==> config.mk <==
export PLATFORM = sky130hd
export DESIGN_NAME = fifo8_ctrl
export DESIGN_NICKNAME = d
export VERILOG_FILES = /design/src/rtl/fifo8_ctrl_pkg.sv /design/src/rtl/fifo8_ctrl_rr_arbiter.sv /design/src/rtl/fifo8_ctrl.sv
export SDC_FILE = /design/constraint.sdc
export NUM_CORES = 1
export LEC_CHECK = 0
export CAP_MARGIN = 20
export CORE_MARGIN = 2
export CORE_UTILIZATION = 36
export DETAILED_ROUTE_END_ITERATION = 10
export PLACE_DENSITY = 0.75
export SYNTH_ARGS = -nofsm -noshare
export SYNTH_HDL_FRONTEND = slang
export SYNTH_HIERARCHICAL = 1
export SYNTH_SLANG_ARGS = --single-unit
==> constraint.sdc <==
create_clock -name clk_i -period 2 [get_ports clk_i]
set_input_delay 0.2 -clock clk_i [delete_from_list [all_inputs] [get_ports clk_i]]
set_output_delay 0.2 -clock clk_i [all_outputs]
set_load 0.02 [all_outputs]
==> src/rtl/fifo8_ctrl_pkg.sv <==
`default_nettype none
// fifo8_ctrl_pkg -- state encoding and sizing shared by the fifo8 controller.
// Rev 1.0
package fifo8_ctrl_pkg;

  typedef enum logic {
    ST_RUN   = 1'b0,
    ST_FLUSH = 1'b1
  } state_e;

  localparam int OBUF_DEPTH = 2;
  localparam int CNT_W      = 2;
  localparam int FIFO_CAP   = 255;

endpackage
`default_nettype wire

==> src/rtl/fifo8_ctrl_rr_arbiter.sv <==
`default_nettype none
// rr_arbiter -- combinational round-robin pick starting at ptr_i, with wrap.
// Rev 1.0
module rr_arbiter #(
  parameter int NREQ = 2,
  parameter int RR_W = 2
) (
  input  logic [NREQ-1:0] valid_i,
  input  logic            en_i,
  input  logic [RR_W-1:0] ptr_i,
  output logic [NREQ-1:0] grant_o,
  output logic [RR_W-1:0] next_ptr_o,
  output logic            any_o
);

  always_comb begin
    grant_o    = '0;
    next_ptr_o = ptr_i;
    any_o      = 1'b0;
    // Outer loop walks priority order; inner loop keeps every index a constant.
    for (int k = 0; k < NREQ; k++) begin
      for (int i = 0; i < NREQ; i++) begin
        if (en_i && !any_o && valid_i[i] && (i == ((int'(ptr_i) + k) % NREQ))) begin
          any_o      = 1'b1;
          grant_o[i] = 1'b1;
          next_ptr_o = RR_W'((i + 1) % NREQ);
        end
      end
    end
  end

endmodule
`default_nettype wire

==> src/rtl/fifo8_ctrl.sv <==
`default_nettype none
// fifo8_ctrl -- write arbitration, read sequencing, output buffering and flush for a fifo8.
// Rev 1.0
module fifo8_ctrl
  import fifo8_ctrl_pkg::*;
#(
  parameter int NREQ = 2,
  parameter int RR_W = 2
) (
  input  logic              clk_i,
  input  logic              rst_ni,
  input  logic [NREQ-1:0]   req_valid_i,
  input  logic [8*NREQ-1:0] req_data_i,
  output logic [NREQ-1:0]   req_ready_o,
  output logic [7:0]        fifo_data_o,
  output logic              fifo_write_o,
  output logic              fifo_read_o,
  input  logic [7:0]        fifo_dout_i,
  input  logic              fifo_full_i,
  input  logic              fifo_empty_i,
  output logic [7:0]        out_data_o,
  output logic              out_valid_o,
  input  logic              out_ready_i,
  input  logic              flush_i,
  output logic              flush_busy_o
);

  state_e           state_q, state_d;
  logic [RR_W-1:0]  ptr_q, ptr_d;
  logic             inflight_q, inflight_d;
  logic [CNT_W-1:0] cnt_q, cnt_d;
  logic [7:0]       buf0_q, buf0_d;
  logic [7:0]       buf1_q, buf1_d;

  logic             run_w;
  logic             arb_en_w;
  logic             any_w;
  logic             pop_w;
  logic             rd_ok_w;
  logic [NREQ-1:0]  grant_w;
  logic [RR_W-1:0]  next_ptr_w;
  logic [CNT_W-1:0] cnt_pop_w;
  logic [CNT_W:0]   occ_w;

  assign run_w    = (state_q == ST_RUN);
  // Gating with rst_ni keeps the FIFO strobes quiet while reset is held.
  assign arb_en_w = run_w && !fifo_full_i && rst_ni;
  assign rd_ok_w  = !fifo_empty_i && rst_ni;

  rr_arbiter #(
    .NREQ (NREQ),
    .RR_W (RR_W)
  ) u_arb (
    .valid_i    (req_valid_i),
    .en_i       (arb_en_w),
    .ptr_i      (ptr_q),
    .grant_o    (grant_w),
    .next_ptr_o (next_ptr_w),
    .any_o      (any_w)
  );

  assign req_ready_o  = grant_w;
  assign fifo_write_o = any_w;

  always_comb begin
    fifo_data_o = 8'h00;
    for (int i = 0; i < NREQ; i++) begin
      if (grant_w[i]) fifo_data_o = req_data_i[8*i +: 8];
    end
  end

  assign out_valid_o  = run_w && (cnt_q != '0);
  assign out_data_o   = buf0_q;
  assign flush_busy_o = !run_w;
  assign pop_w        = out_valid_o && out_ready_i;

  // Occupancy after this cycle's pop plus the byte already on its way back.
  assign cnt_pop_w   = cnt_q - CNT_W'(pop_w);
  assign occ_w       = {1'b0, cnt_pop_w} + (CNT_W+1)'(inflight_q);
  assign fifo_read_o = rd_ok_w && (!run_w || (occ_w < (CNT_W+1)'(OBUF_DEPTH)));

  always_comb begin
    state_d    = state_q;
    ptr_d      = ptr_q;
    cnt_d      = cnt_q;
    buf0_d     = buf0_q;
    buf1_d     = buf1_q;
    inflight_d = fifo_read_o;
    unique case (state_q)
      ST_RUN: begin
        if (any_w) ptr_d = next_ptr_w;
        if (pop_w) buf0_d = buf1_q;
        if (inflight_q) begin
          if (cnt_pop_w == '0) buf0_d = fifo_dout_i;
          else                 buf1_d = fifo_dout_i;
        end
        cnt_d = cnt_pop_w + CNT_W'(inflight_q);
        if (flush_i) begin
          state_d = ST_FLUSH;
          cnt_d   = '0;
        end
      end
      ST_FLUSH: begin
        cnt_d = '0;
        if (fifo_empty_i && !inflight_q) state_d = ST_RUN;
      end
      default: state_d = ST_RUN;
    endcase
  end

  always_ff @(posedge clk_i or negedge rst_ni) begin
    if (!rst_ni) begin
      state_q    <= ST_RUN;
      ptr_q      <= '0;
      inflight_q <= 1'b0;
      cnt_q      <= '0;
      buf0_q     <= 8'h00;
      buf1_q     <= 8'h00;
    end else begin
      state_q    <= state_d;
      ptr_q      <= ptr_d;
      inflight_q <= inflight_d;
      cnt_q      <= cnt_d;
      buf0_q     <= buf0_d;
      buf1_q     <= buf1_d;
    end
  end

endmodule
`default_nettype wire

==> reports/metrics.yaml <==
run_status:
  status: "finished with violations"
  violations: "negative setup slack"
routing:
  wl_per_cell_um: 14.8
  antenna_left: 0
  vias: 1092
  drt_iter0_drc: 49
  drc: 0
  wl_mm: 3.12
  viasPerCell: 5.18
  first_pass_iters: 4
floorplanning:
  design.core.area_um2: 2830
  initial_utilization: 0.386
  io_pins: 54
  die_w_um: 59.1
  dieArea_um2: 3490
  die_h_um: 59.1
  rows: 19
layout:
  insertedDiodeCount: 0
  syn2layout_area_growth_pct: 79.8
  final_common_cell: "clkdlybuf4s50_1"
  layout_common_cells: "clkdlybuf4s50_1 (40), inv_1 (27), dfrtp_1 (20), buf_6 (14), buf_4 (14)"
  drive_gt1_frac: 0.311
  postLayoutCoreUtil: 0.694
  nFillCells: 220
  final_nets: 216
critical_path:
  crit_path_frequent_cell: "ha_4"
  r2r_slack_ns: -0.03
  cp_slowest_stage_delay_ns: 0.40
  crit_family: "adder cells"
  cp_max_fo: 2
  path_class: "flip-flop to primary output"
  crit_required_ns: 1.80
  crit_chain: "o21ba_4, and2_4, ha_4, inv_4, ha_4, inv_2, ha_4, nor2_2, nor3b_4, buf_6"
  critical-path-slowest-cell: "dfrtp_1"
  startpoint_type: "flip-flop"
  worst-path-buf-inv: 3
  cp-end-kind: "primary output"
  cp.arrival_ns: 2.06
timing:
  fin_skew_ns: 0.00819
  rsz0062_at_grt: "true"
  fmax_mhz: 443
  tightestPinTransition_ns: 0.323
  min_period_over_period: 1.13
  fin_crit_ns: 2.26
  slew_viol_final: 0
  setup_tns_ns: -0.847
  hold_viol: 0
  setup_viol: 16
  fin_ws_ns: -0.257
  max-slew-margin-rel: 0.785
global_routing:
  grt_pass1_vias: 1127
  grt_pass1_wl_mm: 4.90
  grt-ovfl-total: 0
  grt_use_total: 0.183
  antenna_found_initial: 0
  grt_max_degree: 23
place:
  place_hpwl_mm: 2.28
  io_buffers: 53
  gp_congestion: 0.813
clock_network:
  tritoncts: "built"
  cts_sinks: 21
  cts.path.max_buffers: 2
  hold_buffers: 0
  root_buffer: "clkbuf_4"
  cts_inserted_buffers: 3
  clkTransAtPathRegs_ns: 0.12
  clock_latency_ns: 0.30
  htreeDepth: 1
power:
  p_sw_mw: 0.448
  irDropWorstVdd_v: 0.000461
  clkPwrFrac: 0.146
  p_leak_nw: 0.945
  pwr_density_cell_nw_per_um2: 693
  pwr-share-seq: 0.438
  swShare: 0.329
  p_int_mw: 0.914
  pwr-share-comb: 0.416
logic_synthesis:
  syn_avg_cell_area_um2: 10.0
  syn_inst: 109
  synthesis.area_um2: 1090
  syn-num-nets: 144
  yosysWarningCount: 6
min_path:
  hold_class: "input pin to asynchronous set/reset pin"
run:
  maxCapViolCount: 0
## final timing paths
path / from / cells after the start / end
setup / recovery: cnt_q[1] / 10 / fifo_read_o
hold / removal: rst_ni / 2 / out_data_o[2]
setup reg to reg: cnt_q[1] / 6 / out_data_o[1]
hold reg to reg: buf1_q[2] / 2 / buf1_q[2]
max in group asynchronous: rst_ni / 2 / flush_busy_o
min in group clk_i: fifo_dout_i[4] / 3 / buf1_q[4]
## power groups by stage
| stage | Combinational, mW | Clock (mW) | Sequential (mW) |
|---|---|---|---|
| 2_1_floorplan | 0.183 | 0 | 0.675 |
| 3_3_place_gp | 0.517 | 0 | 0.599 |
| 3_5_place_dp | 0.532 | 0 | 0.603 |
| 4_1_cts | 0.543 | 0.213 | 0.597 |
| 5_1_grt | 0.617 | 0.227 | 0.613 |
| 6_report | 0.566 | 0.199 | 0.597 |
## layer usage
layer	up-vias	GRT usage	share of wire
met4	0	0.0519	0.0048
met5	-	0	0
met3	2	0.0393	0.088
met2	52	0.327	0.52
met1	524	0.220	0.39
li1	514	-	-
## worst register-to-register path, stage by stage, from the launching register on
cell and delay, ns:
dfrtp_1 0.40, o21ba_4 0.22, and2_4 0.14, ha_4 0.17
xor2_4 0.18, o311a_1 0.41, a222oi_1 0.39
## flip-flops by register name, summed over array words and instances, names as in the netlist
name and count:
buf1_q 8, cnt_q 2, flush_busy_o 1, inflight_q 1, out_data_o 8, ptr_q 1
## area by class of cell
cell class,count,area (um^2),share of cell area
Sequential cell,21,527,0.268
Tap cell,31,38.8,0.0197
Clock buffer,4,26.3,0.0134
Timing Repair Buffer,71,689,0.351
Inverter,30,115,0.0586
Multi-Input combinational cell,54,568,0.289
## stage by stage
stage	worst slack, ns	std cells	cell area [um^2]	hold WS (ns)	power (mW)
6_report	-0.257	211	1960	0.318	1.36
5_1_grt	-0.347	211	1960	0.338	1.46
4_1_cts	-0.274	207	1860	0.317	1.35
3_5_place_dp	-0.538	201	1790	0.514	1.14
3_3_place_gp	-0.503	201	1790	0.498	1.12
2_1_floorplan	-0.0368	109	1140	-0.0956	0.859
## what timing repair did
action | in CTS | in global routing
pin swaps | 6 | 11
endpoints found under the setup margin | 28 | 28
gates cloned | 0 | 1
resized for setup | 65 | 26
buffers inserted | 2 | 5
Power figures use the tool's default switching activity.
